==> src/rtl/rgmii_rx_deframer.sv <==
// RGMII receive deframer: DDR nibble capture, preamble/SFD stripping and
// delivery of a byte stream with last/error/length to the MAC receive logic.
module rgmii_rx_deframer #(
    parameter int unsigned MIN_PREAMBLE = 1,
    parameter int unsigned MAX_LEN      = 1522,
    parameter int unsigned LEN_WIDTH    = 11
) (
    input  logic                 clk,
    input  logic                 rst,
    input  logic [3:0]           rgmii_rxd,
    input  logic                 rgmii_rx_ctl,
    output logic [7:0]           m_data,
    output logic                 m_valid,
    output logic                 m_last,
    output logic                 m_err,
    output logic [LEN_WIDTH-1:0] m_len,
    output logic [15:0]          drop_cnt
);

    localparam logic [7:0]           PRE_MIN = 8'(MIN_PREAMBLE);
    localparam logic [LEN_WIDTH-1:0] LEN_MAX = LEN_WIDTH'(MAX_LEN);

    typedef enum logic [1:0] {S_IDLE, S_PREAMBLE, S_DATA, S_DROP} state_t;

    function automatic logic [15:0] sat_inc(input logic [15:0] v);
        return (v == 16'hFFFF) ? v : v + 16'd1;
    endfunction

    logic [3:0]           lo_q;
    logic [3:0]           hi_q;
    logic                 dv_q;
    logic                 c2_q;
    logic [7:0]           byte_q;
    logic                 bdv_q;
    logic                 ber_q;

    state_t               state;
    logic [7:0]           pre_cnt;
    logic [7:0]           hold;
    logic                 hold_vld;
    logic                 err;
    logic                 armed;
    logic [LEN_WIDTH-1:0] len;

    // Rising-edge capture of low nibble/RX_DV and assembly of the previous byte
    always_ff @(posedge clk) begin
        lo_q   <= rgmii_rxd;
        dv_q   <= rgmii_rx_ctl;
        byte_q <= {hi_q, lo_q};
        bdv_q  <= dv_q;
        ber_q  <= dv_q ^ c2_q;
    end

    // Falling-edge capture of high nibble and RX_DV^RX_ER
    always_ff @(negedge clk) begin
        hi_q <= rgmii_rxd;
        c2_q <= rgmii_rx_ctl;
    end

    // Frame FSM; 'armed' keeps a frame already in flight at reset from being parsed
    always_ff @(posedge clk) begin
        if (rst) begin
            state    <= S_IDLE;
            pre_cnt  <= 8'd0;
            hold     <= 8'd0;
            hold_vld <= 1'b0;
            err      <= 1'b0;
            armed    <= 1'b0;
            len      <= '0;
            m_data   <= 8'd0;
            m_valid  <= 1'b0;
            m_last   <= 1'b0;
            m_err    <= 1'b0;
            m_len    <= '0;
            drop_cnt <= 16'd0;
        end else begin
            m_valid <= 1'b0;
            m_last  <= 1'b0;
            m_err   <= 1'b0;
            case (state)
                S_IDLE: begin
                    if (!bdv_q) begin
                        armed <= 1'b1;
                    end else if (!armed) begin
                        state    <= S_DROP;
                        drop_cnt <= sat_inc(drop_cnt);
                    end else if (byte_q == 8'h55) begin
                        state   <= S_PREAMBLE;
                        pre_cnt <= 8'd1;
                    end else if (byte_q == 8'hD5 && PRE_MIN == 8'd0) begin
                        state    <= S_DATA;
                        hold_vld <= 1'b0;
                        err      <= 1'b0;
                        len      <= '0;
                    end else begin
                        state    <= S_DROP;
                        drop_cnt <= sat_inc(drop_cnt);
                    end
                end
                S_PREAMBLE: begin
                    if (!bdv_q) begin
                        state    <= S_IDLE;
                        drop_cnt <= sat_inc(drop_cnt);
                    end else if (byte_q == 8'h55) begin
                        if (pre_cnt < PRE_MIN) pre_cnt <= pre_cnt + 8'd1;
                    end else if (byte_q == 8'hD5 && pre_cnt >= PRE_MIN) begin
                        state    <= S_DATA;
                        hold_vld <= 1'b0;
                        err      <= 1'b0;
                        len      <= '0;
                    end else begin
                        state    <= S_DROP;
                        drop_cnt <= sat_inc(drop_cnt);
                    end
                end
                S_DATA: begin
                    if (bdv_q) begin
                        if (hold_vld && len == LEN_MAX) begin
                            // Truncate: the held byte is the MAX_LEN-th one
                            m_data   <= hold;
                            m_valid  <= 1'b1;
                            m_last   <= 1'b1;
                            m_err    <= 1'b1;
                            m_len    <= LEN_MAX;
                            hold_vld <= 1'b0;
                            state    <= S_DROP;
                        end else begin
                            if (hold_vld) begin
                                m_data  <= hold;
                                m_valid <= 1'b1;
                            end
                            hold     <= byte_q;
                            hold_vld <= 1'b1;
                            len      <= len + {{(LEN_WIDTH-1){1'b0}}, 1'b1};
                            err      <= err | ber_q;
                        end
                    end else begin
                        if (hold_vld) begin
                            m_data  <= hold;
                            m_valid <= 1'b1;
                            m_last  <= 1'b1;
                            m_err   <= err;
                            m_len   <= len;
                        end else begin
                            drop_cnt <= sat_inc(drop_cnt);
                        end
                        hold_vld <= 1'b0;
                        state    <= S_IDLE;
                    end
                end
                S_DROP: begin
                    if (!bdv_q) state <= S_IDLE;
                end
                default: state <= S_IDLE;
            endcase
        end
    end

endmodule

==> config.mk <==
export PLATFORM = sky130hd
export DESIGN_NAME = rgmii_rx_deframer
export DESIGN_NICKNAME = d
export VERILOG_FILES = /design/src/rtl/rgmii_rx_deframer.sv
export SDC_FILE = /design/constraint.sdc
export NUM_CORES = 1
export LEC_CHECK = 0
export CAP_MARGIN = 10
export CELL_PAD_IN_SITES_DETAIL_PLACEMENT = 0
export CELL_PAD_IN_SITES_GLOBAL_PLACEMENT = 1
export CORE_ASPECT_RATIO = 0.6
export CORE_MARGIN = 2
export CORE_UTILIZATION = 41
export DETAILED_ROUTE_END_ITERATION = 16
export PLACE_DENSITY = 0.78
export RECOVER_POWER = 25
export SETUP_SLACK_MARGIN = 0.3
export SLEW_MARGIN = 30
export SYNTH_ARGS = -nofsm -noshare
export SYNTH_HDL_FRONTEND = slang
export SYNTH_SLANG_ARGS = --single-unit
==> constraint.sdc <==
create_clock -name clk -period 3.3 [get_ports clk]
set_clock_uncertainty 0.2 [all_clocks]
set_input_delay 0.33 -clock clk [delete_from_list [all_inputs] [get_ports clk]]
set_output_delay 0.33 -clock clk [all_outputs]
set_load 0.05 [all_outputs]
==> results of run 1 <==
worst max path at each step:
| stage | start | end | slack [ns] | cells after the start |
|---|---|---|---|---|
| 6_report | pre_cnt[0] | drop_cnt[11] | 0.78 | 8 |
| 2_1_floorplan | c2_q | ber_q | 0.91 | 1 |
| 3_3_place_gp | rgmii_rxd[1] | hi_q[1] | 0.59 | 1 |
| 3_5_place_dp | rgmii_rxd[0] | hi_q[0] | 0.56 | 1 |
| 5_1_grt | pre_cnt[0] | drop_cnt[13] | 0.58 | 8 |
| 4_1_cts | pre_cnt[0] | drop_cnt[11] | 0.77 | 8 |
power groups by stage:
| stage | registers [W] | logic (W) | clock network (W) |
|---|---|---|---|
| finish | 0.00113 | 0.000108 | 0.000988 |
| global route | 0.00113 | 0.000119 | 0.00106 |
| detailed placement | 0.00115 | 0.000109 | 0.0000113 |
| floorplan | 0.00116 | 0.0000604 | 0.0000113 |
| CTS | 0.00113 | 0.000109 | 0.00101 |
| global placement | 0.00115 | 0.000107 | 0.0000113 |
logic make-up after synthesis:
kind of cell | after synthesis
multiplexers | 14
flip-flops | 90
AND/OR/NAND/NOR | 158
XOR/XNOR | 1
adder cells (fa/ha/maj) | 6
buffers and inverters | 30
AO/OA/AOI/OAI | 86
flip-flops by register name, summed over array words and instances, names as in the netlist, named ones only:
name      cells
m_last        1
bdv_q         1
len          11
hi_q          4
dv_q          1
pre_cnt       8
armed         1
lo_q          4
err           1
ber_q         1
hold_vld      1
m_err         1
hold          8
byte_q        8
drop_cnt     16
c2_q          1
m_valid       1
state         2
m_len        11
area by class of cell:
cell class                 instances  area (µm²)  share of cell area [%]
sequential                        90        1800                    41.0
multi-input combinational        265        1600                    36.4
timing repair buffer              55         514                    11.7
clock buffer                      13         262                    5.95
tap                              112         140                    3.19
clock inverter                     8        41.3                   0.940
inverter                           9        33.8                   0.769
per-stage QoR:
stage / power, W / utilization [%]
2_1_floorplan: 0.00123 / -
3_3_place_gp: 0.00127 / 48.6
3_5_place_dp: 0.00127 / 48.6
4_1_cts: 0.00225 / 52.2
5_1_grt: 0.00231 / 52.1
6_report: 0.00223 / 52.1
placed cells by master (no fill, tap or decap), types with 4 or more instances in the layout:
master           synthesis  layout
a31oi_1                  4       4
dfxtp_1                 90      90
nor2b_1                  6       6
o31ai_1                  7       7
nor2_1                  45      45
nor3_1                  12      12
and3_1                   8       8
a211oi_1                 7       7
nand4_1                 12      12
clkbuf_1                14       4
nand2_1                 28      28
or4_1                    7       7
ha_1                     6       6
clkdlybuf4s50_1          0      30
a311oi_1                 5       4
dlygate4sd3_1            0      13
nand3_1                  8       8
mux2i_1                 13      13
clkbuf_16                0      10
inv_1                   10      14
buf_4                    0      10
o21ai_0                 16      16
or3_1                   10      10
a21oi_1                 35      35
per-layer routing:
metal	track usage, %	vias to the layer above	routed length, µm
met5	0	-	0
met1	28.1	1369	4340
met3	5.01	5	360
li1	-	1493	-
met4	6.82	0	66
met2	25.7	52	3280
critical path: stages (launching register included):
cell	delay, ns
dfxtp_1	0.36
inv_1	0.08
ha_1	0.13
nor4b_2	0.34
nand3_1	0.13
a221o_1	0.31
buf_4	0.22
or4_1	0.52
a21oi_1	0.16
==> flow_metrics.env, run 1 <==
export IMPL_status="finished, final reports clean"
export IMPL_netlist_area_mm2=0.00351
export IMPL_layoutNonFillerInstCount=552
export IMPL_intPower_w=0.00172
export IMPL_seq_area_frac_synth_pct=51.3
export IMPL_synth_edf_count=0
export IMPL_synth_xor_area_share_pct=0.249
export IMPL_dieArea_mm2=0.00935
export IMPL_routed_wl_um=8050
export IMPL_htreeDepth=3
export IMPL_ir_worst_vdd_mv=0.346
export IMPL_synth_top_cell_area_share_pct=51.3
export IMPL_synthArstFlopShare_pct=0
export IMPL_fp_dieH_um=75.7
export IMPL_setup_ws_ns=0.776
export IMPL_endpoint_kind="flip-flop"
export IMPL_power_density_mw_per_mm2=507
export IMPL_clockBufferDepth=2
export IMPL_reg2reg_depth=8
export IMPL_worst_pin_slew_ns=0.714
export IMPL_cts_hold_buf=0
export IMPL_grt_ovfl_total=0
export IMPL_muxShareOfSynthArea_pct=4.03
export IMPL_n_fill_cell=784
export IMPL_max_cap_violations=0
export IMPL_synth_cell_types=48
export IMPL_cts_root_buf="clkbuf_16"
export IMPL_rr_endpoint="drop_cnt[11]"
export IMPL_whs_endpoint="byte_q[1]"
export IMPL_post_cts_buffers=0
export IMPL_ctsResizeCount=0
export IMPL_grt_max_degree=33
export IMPL_first_global_vias=2605
export IMPL_fin_crit_ns=2.52
export IMPL_antenna_found_initial=0
export IMPL_cts_tree="yes"
export IMPL_antenna_cells=0
export IMPL_p_leak_nw=1.62
export IMPL_synth_top_area_cell="dfxtp_1"
export IMPL_hp_class="reg2reg"
export IMPL_arrival_ns=2.59
export IMPL_startpoint_type="flip-flop"
export IMPL_ys_ff_latch=90
export IMPL_worstReg2RegStart="pre_cnt[0]"
export IMPL_synth_simple_gate_area_share_pct=23.5
export IMPL_rows=26
export IMPL_synth_net_count=398
export IMPL_yosys_cell_count_top_type="dfxtp_1"
export IMPL_p_switching_w=0.000509
export IMPL_crit_type="reg2reg"
export IMPL_synth_compound_area_share_pct=15.4
export IMPL_num_vias=2919
export IMPL_routed_via_density=5.29
export IMPL_synth_area_leaders="dfxtp_1 51%, a21oi_1 5.0%, nor2_1 4.8%, mux2i_1 3.7%, nand2_1 3.0%"
export IMPL_yosys_warnings=0
export IMPL_synthCells=385
export IMPL_dpl_instance_area_mm2=0.00410
export IMPL_pre_cts_slack_ns=0.563
export IMPL_cts_sinks=90
export IMPL_slew_viol_final=0
export IMPL_io_pins=45
export IMPL_crit_path_max_fanout=32
export IMPL_track_usage_pct=18.8
export IMPL_synth_fa_ha_area_share_pct=2.14
export IMPL_area_growth_pct=25.0
export IMPL_max_freq_mhz=396
export IMPL_gp_congestion=0.812
export IMPL_p_clk_share_pct=44.4
export IMPL_ys_flop_type="dfxtp_1"
export IMPL_wire_per_inst_um=14.6
export IMPL_required_ns=3.37
export IMPL_p_comb_share_pct=4.8
export IMPL_numPortBuffers=44
export IMPL_finalSetupViolCount=0
export IMPL_synth_top_family_by_area="simple AND/OR/NAND/NOR gates"
export IMPL_drc=0
export IMPL_hold_viol_final=0
export IMPL_drive_gt1_share_pct=7.50
export IMPL_hp_start="lo_q[1]"
export IMPL_cts_inserted_buffers=9
export IMPL_synth_common_cells="90 x dfxtp_1, 45 x nor2_1, 35 x a21oi_1"
export IMPL_holdWs_ns=0.128
export IMPL_core_area_mm2=0.00843
export IMPL_r2r_slack_ns=0.78
export IMPL_seqPwrFrac_pct=50.8
export IMPL_fin_nets=448
export IMPL_layout_worst_path_cycle_share_pct=76.5
export IMPL_clkTransAtPathRegs_ns=0.06
export IMPL_grt_pass1_wl_um=13200
export IMPL_clk_latency_ns=0.40
export IMPL_postRouteAntennaNets=0
export IMPL_initial_core_util_pct=41.7
export IMPL_slew_limit_headroom_pct=52.3
export IMPL_hold_depth=0
export IMPL_final_area_mm2=0.00439
export IMPL_dp_cells=532
export IMPL_first_iter_violations=158
export IMPL_fin_tns_setup_ns=0
export IMPL_first_pass_iters=4
export IMPL_rsz0062_at_grt="false"
export IMPL_synth_area_per_cell_um2=9.12
export IMPL_hpwl_um=5850
export IMPL_switching_share_pct=22.9
export IMPL_die_w_um=123
No activity file was read; power rests on OpenSTA's default activity.
==> run 2, diff against run 1 <==
--- a/config.mk
+++ b/config.mk
@@ -10,9 +10,9 @@
 export CELL_PAD_IN_SITES_GLOBAL_PLACEMENT = 1
 export CORE_ASPECT_RATIO = 0.6
 export CORE_MARGIN = 2
-export CORE_UTILIZATION = 41
+export CORE_UTILIZATION = 37
 export DETAILED_ROUTE_END_ITERATION = 16
-export PLACE_DENSITY = 0.78
+export PLACE_DENSITY = 0.74
 export RECOVER_POWER = 25
 export SETUP_SLACK_MARGIN = 0.3
 export SLEW_MARGIN = 30
==> constraint.sdc (replaced) <==
create_clock -name clk -period 2.2 [get_ports clk]
set_clock_uncertainty 0.2 [all_clocks]
set_input_delay 0.22 -clock clk [delete_from_list [all_inputs] [get_ports clk]]
set_output_delay 0.22 -clock clk [all_outputs]
set_load 0.05 [all_outputs]
==> run 2 against run 1 <==
Cell count rose by 11%. Total power increased by 60%. Critical endpoint is now len[7]. First-iteration DRC count grew 37%. Sequential cell count is the same. Register-to-register slack worse by 0.87 ns. Die area increased by 10%. Setup slack got worse by 0.87 ns. Sequential power grew 50%. Critical path depth stayed put. Maximum frequency is 10% higher. The run now ends with setup timing left. Clock power up 63%.
==> flow_metrics.env, run 2 (synthesis gave the netlist of run 1 again) <==
export IMPL_postRouteAntennaNets=0
export IMPL_layout_worst_path_cycle_share_pct=104
export IMPL_grt_ovfl_total=0
export IMPL_fin_tns_setup_ns=-0.435
export IMPL_grt_max_degree=34
export IMPL_antenna_found_initial=0
export IMPL_cts_tree="yes"
export IMPL_arrival_ns=2.38
export IMPL_intPower_w=0.00270
export IMPL_hp_class="reg2reg"
export IMPL_p_comb_share_pct=7.1
export IMPL_numPortBuffers=44
export IMPL_io_pins=45
export IMPL_ir_worst_vdd_mv=0.408
export IMPL_hpwl_um=6160
export IMPL_layoutNonFillerInstCount=615
export IMPL_worst_pin_slew_ns=0.599
export IMPL_gp_congestion=0.811
export IMPL_initial_core_util_pct=38.2
export IMPL_p_clk_share_pct=45.3
export IMPL_final_cell_mix="74 x dfxtp_1, 36 x nor2_1, 32 x dlygate4sd2_1"
export IMPL_cts_hold_buf=0
export IMPL_utilization_pct=57.3
export IMPL_rows=27
export IMPL_largest_reg_flops=16
export IMPL_final_area_mm2=0.00527
export IMPL_crit_start="state[1]"
export IMPL_power_density_mw_per_mm2=675
export IMPL_first_pass_iters=5
export IMPL_antenna_cells=0
export IMPL_p_leak_nw=2.13
export IMPL_regMostFlops="drop_cnt"
export IMPL_area_growth_pct=49.9
export IMPL_violations="setup timing"
export IMPL_rsz0062_at_grt="true"
export IMPL_slew_limit_headroom_pct=60.3
export IMPL_core_area_mm2=0.00919
export IMPL_cts_sinks=90
export IMPL_drive_gt1_share_pct=30.5
export IMPL_fin_crit_ns=2.29
export IMPL_dpl_instance_area_mm2=0.00440
export IMPL_startpoint_type="flip-flop"
export IMPL_num_vias=3263
export IMPL_required_ns=2.29
export IMPL_setup_ws_ns=-0.0892
export IMPL_hold_viol_final=0
export IMPL_wire_per_inst_um=15.5
export IMPL_reg2reg_depth=8
export IMPL_switching_share_pct=24.1
export IMPL_hold_depth=0
export IMPL_die_w_um=130
export IMPL_first_iter_violations=216
export IMPL_cts_root_buf="clkbuf_16"
export IMPL_first_global_vias=2831
export IMPL_finalSetupViolCount=15
export IMPL_p_switching_w=0.000855
export IMPL_worstReg2RegStart="state[1]"
export IMPL_final_common_cell="dfxtp_1"
export IMPL_crit_path_max_fanout=7
export IMPL_max_cap_violations=0
export IMPL_dieArea_mm2=0.0103
export IMPL_seqPwrFrac_pct=47.5
export IMPL_routed_via_density=5.31
export IMPL_clkTransAtPathRegs_ns=0.07
export IMPL_clk_latency_ns=0.40
export IMPL_clockBufferDepth=2
export IMPL_max_freq_mhz=437
export IMPL_drc=0
export IMPL_fp_dieH_um=79.5
export IMPL_slew_viol_final=0
export IMPL_hp_start="lo_q[3]"
export IMPL_fin_nets=493
export IMPL_dp_cells=564
export IMPL_track_usage_pct=18.7
export IMPL_routed_wl_um=9550
export IMPL_status="finished with violations"
export IMPL_crit_type="reg2reg"
export IMPL_grt_pass1_wl_um=14900
export IMPL_cts_inserted_buffers=9
export IMPL_top_regs="drop_cnt: 16 flops, len: 11 flops, m_len: 11 flops"
export IMPL_endpoint_kind="flip-flop"
export IMPL_htreeDepth=3
==> run 2: cell count changes in the layout (fill, tap and decap cells not counted), moves of 7 or more <==
cell	change
a21oi_1	-11
a21oi_2	+10
buf_12	+8
buf_4	+20
buf_6	+13
clkdlybuf4s50_1	-30
dfxtp_1	-16
dfxtp_2	+9
dfxtp_4	+7
dlygate4sd2_1	+32
dlygate4sd3_1	-8
nand2_1	-7
nor2_1	-9
==> run 2: power groups by stage <==
stage               Combinational (W)  Clock (W)  Sequential [W]
floorplan                    0.000100  0.0000170         0.00174
global placement             0.000199  0.0000170         0.00172
detailed placement           0.000201  0.0000170         0.00172
CTS                          0.000240    0.00164         0.00169
global route                 0.000273    0.00173         0.00169
finish                       0.000254    0.00161         0.00169
==> run 2: cell type report <==
| cell class | instances | area, µm² |
|---|---|---|
| Multi-Input combinational cell | 265 | 1900 |
| Fill cell | 817 | 3920 |
| Clock inverter | 10 | 56.3 |
| Tap cell | 130 | 163 |
| Clock buffer | 11 | 275 |
| Sequential cell | 90 | 1840 |
| Timing Repair Buffer | 100 | 1000 |
| Inverter | 9 | 33.8 |
==> run 2: metrics by stage <==
stage          hold slack [ns]  setup WS [ns]  total power, W
2_1_floorplan           0.0477         0.0229         0.00186
3_3_place_gp             0.113        0.00549         0.00194
3_5_place_dp             0.112        -0.0863         0.00194
4_1_cts                  0.119        -0.0511         0.00357
5_1_grt                  0.134         -0.209         0.00369
6_report                 0.124        -0.0892         0.00355
==> run 2: repair_timing <==
item | CTS | global route
buffers inserted | 17 | 10
setup endpoints to repair | 81 | 64
cloned | 3 | 1
pin swaps | 11 | 30
resized for setup | 68 | 55
==> run 2: worst paths after layout <==
kind | end | slack (ns)
min | byte_q[3] | 0.12
min reg2reg | byte_q[3] | 0.12
max reg2reg | len[7] | -0.09
max | len[7] | -0.09
==> run 2: critical path, cell delays in order, from the launching register on <==
cell	delay (ns)
dfxtp_1	0.47
nor2b_1	0.33
o311ai_4	0.17
buf_6	0.16
buf_6	0.12
buf_12	0.12
buf_16	0.13
or4_4	0.42
a21oi_2	0.12
==> run 2: layer usage <==
metal  track usage, %  share of wire, %
met1             28.5                52
met2             24.8                41
met3             5.70               6.7
met4             5.48              0.84
met5                0                 0
==> run 3, diff against run 2 <==
--- a/config.mk
+++ b/config.mk
@@ -10,9 +10,9 @@
 export CELL_PAD_IN_SITES_GLOBAL_PLACEMENT = 1
 export CORE_ASPECT_RATIO = 0.6
 export CORE_MARGIN = 2
-export CORE_UTILIZATION = 37
+export CORE_UTILIZATION = 45
 export DETAILED_ROUTE_END_ITERATION = 16
-export PLACE_DENSITY = 0.74
+export PLACE_DENSITY = 0.84
 export RECOVER_POWER = 25
 export SETUP_SLACK_MARGIN = 0.3
 export SLEW_MARGIN = 30
==> constraint.sdc (replaced) <==
create_clock -name clk -period 2.75 [get_ports clk]
set_clock_uncertainty 0.2 [all_clocks]
set_input_delay 0.275 -clock clk [delete_from_list [all_inputs] [get_ports clk]]
set_output_delay 0.275 -clock clk [all_outputs]
set_load 0.05 [all_outputs]
==> run 3 against run 2 <==
First-iteration DRC count shrank 21%. Largest cell class is now registers. Sequential power shrank 20%. Routed wire length shrank 15%. Maximum frequency shrank 1.8%. Worst hold slack gained 0.0054 ns. Clock-buffer cell count shrank 1. The run now ends clean. Die area shrank 17%. Combinational power shrank 46%. Clock power shrank 22%.
==> flow_metrics.env, run 3 (synthesis gave the netlist of run 1 again) <==
export IMPL_status="finished, final reports clean"
export IMPL_finalSetupViolCount=0
export IMPL_drc=0
export IMPL_largest_reg_flops=16
export IMPL_slew_limit_headroom_pct=57.2
export IMPL_layoutNonFillerInstCount=548
export IMPL_intPower_w=0.00211
export IMPL_antenna_cells=0
export IMPL_final_cell_mix="88 x dfxtp_1, 45 x nor2_1, 34 x a21oi_1"
export IMPL_wire_per_inst_um=14.8
export IMPL_cts_hold_buf=0
export IMPL_p_clk_share_pct=45.8
export IMPL_max_freq_mhz=429
export IMPL_postRouteAntennaNets=0
export IMPL_grt_ovfl_total=0
export IMPL_routed_via_density=5.44
export IMPL_hp_class="reg2reg"
export IMPL_first_iter_violations=170
export IMPL_dieArea_mm2=0.00855
export IMPL_p_leak_nw=1.66
export IMPL_reg2reg_depth=6
export IMPL_pre_cts_slack_ns=0.300
export IMPL_hold_viol_final=0
export IMPL_die_w_um=118
export IMPL_fin_crit_ns=2.33
export IMPL_layout_worst_path_cycle_share_pct=84.8
export IMPL_setup_ws_ns=0.418
export IMPL_htreeDepth=3
export IMPL_clockBufferDepth=2
export IMPL_antenna_found_initial=0
export IMPL_worst_pin_slew_ns=0.643
export IMPL_seqPwrFrac_pct=49.2
export IMPL_fp_dieH_um=72.4
export IMPL_utilization_pct=60.6
export IMPL_clk_latency_ns=0.40
export IMPL_crit_chain="clkbuf_1, nand4_1, a21oi_2, buf_6, nor2b_1, a21boi_0"
export IMPL_hold_depth=0
export IMPL_cts_tree="yes"
export IMPL_gp_congestion=0.828
export IMPL_cts_root_buf="clkbuf_16"
export IMPL_initial_core_util_pct=47.4
export IMPL_worstReg2RegStart="bdv_q"
export IMPL_area_growth_pct=27.9
export IMPL_endpoint_kind="flip-flop"
export IMPL_rr_endpoint="m_err"
export IMPL_first_pass_iters=4
export IMPL_top_regs="drop_cnt: 16 flops, len: 11 flops, m_len: 11 flops"
export IMPL_whs_endpoint="byte_q[1]"
export IMPL_p_switching_w=0.000646
export IMPL_fin_tns_setup_ns=0
export IMPL_switching_share_pct=23.4
export IMPL_track_usage_pct=19.8
export IMPL_cts_sinks=90
export IMPL_grt_pass1_wl_um=13300
export IMPL_holdWs_ns=0.129
export IMPL_crit_type="reg2reg"
export IMPL_io_pins=45
export IMPL_cpMaxStageDelayCell="clkbuf_1"
export IMPL_dp_cells=524
export IMPL_startpoint_type="flip-flop"
export IMPL_power_density_mw_per_mm2=614
export IMPL_final_common_cell="dfxtp_1"
export IMPL_regMostFlops="drop_cnt"
export IMPL_max_stage_delay_ns=0.50
export IMPL_cts_inserted_buffers=9
export IMPL_drive_gt1_share_pct=9.46
export IMPL_num_vias=2983
export IMPL_crit_path_max_fanout=19
export IMPL_first_global_vias=2698
export IMPL_r2r_slack_ns=0.42
export IMPL_arrival_ns=2.40
export IMPL_slew_viol_final=0
export IMPL_grt_max_degree=35
export IMPL_clkTransAtPathRegs_ns=0.07
export IMPL_fin_nets=452
export IMPL_core_area_mm2=0.00742
export IMPL_hp_start="lo_q[1]"
export IMPL_routed_wl_um=8120
export IMPL_p_comb_share_pct=5.0
export IMPL_rows=24
export IMPL_max_cap_violations=0
export IMPL_ir_worst_vdd_mv=0.369
export IMPL_hpwl_um=5590
export IMPL_numPortBuffers=44
export IMPL_required_ns=2.81
export IMPL_rsz0062_at_grt="true"
## run 3: cell type report
class / instances / area (µm²)
timing repair buffer: 59 / 558
tap: 104 / 130
clock buffer: 10 / 229
sequential: 90 / 1800
clock inverter: 11 / 93.8
inverter: 9 / 33.8
fill: 661 / 2930
multi-input combinational: 265 / 1640
## run 3: how the worst max path moves through the flow
| stage | startpoint | end |
|---|---|---|
| after floorplan | pre_cnt[1] | drop_cnt[13] |
| after global placement | rgmii_rxd[0] | hi_q[0] |
| after detailed placement | pre_cnt[1] | drop_cnt[9] |
| after CTS | len[0] | len[4] |
| after global routing | bdv_q | m_err |
| final | bdv_q | m_err |
## run 3: repair_timing
action                                  in CTS  in global routing
endpoints found under the setup margin       3                 15
buffers inserted                             0                  3
hold endpoints to repair                     0                  0
resized for setup                            2                 10
gates cloned                                 0                  1
pin swaps                                    0                  2
## run 3: critical path, delay by kind of cell, from the launching register on
| kind | cells | cell delay (ns) |
|---|---|---|
| buffers and inverters | 2 | 0.72 |
| flip-flops | 1 | 0.49 |
| AND/OR/NAND/NOR | 2 | 0.43 |
| AO/OA/AOI/OAI | 2 | 0.42 |
## run 3: layer usage
metal	global-route usage (%)	vias up	wire length (µm)
met4	6.02	0	50
li1	-	1508	-
met2	27.9	85	3520
met1	29.0	1384	4040
met3	6.05	6	514
met5	0	-	0
## run 3: per-stage QoR
step	total power, W	instance area (µm²)
2_1_floorplan	0.00148	3510
3_3_place_gp	0.00153	4100
3_5_place_dp	0.00153	4100
4_1_cts	0.00279	4430
5_1_grt	0.00287	4490
6_report	0.00276	4490
## run 3: power groups by stage
stage                     sequential, W  clock [W]  combinational [W]
final                           0.00136    0.00126           0.000138
after global routing            0.00136    0.00136           0.000152
after CTS                       0.00135    0.00130           0.000135
after detailed placement        0.00138  0.0000136           0.000135
after global placement          0.00138  0.0000136           0.000133
after floorplan                 0.00139  0.0000136          0.0000725
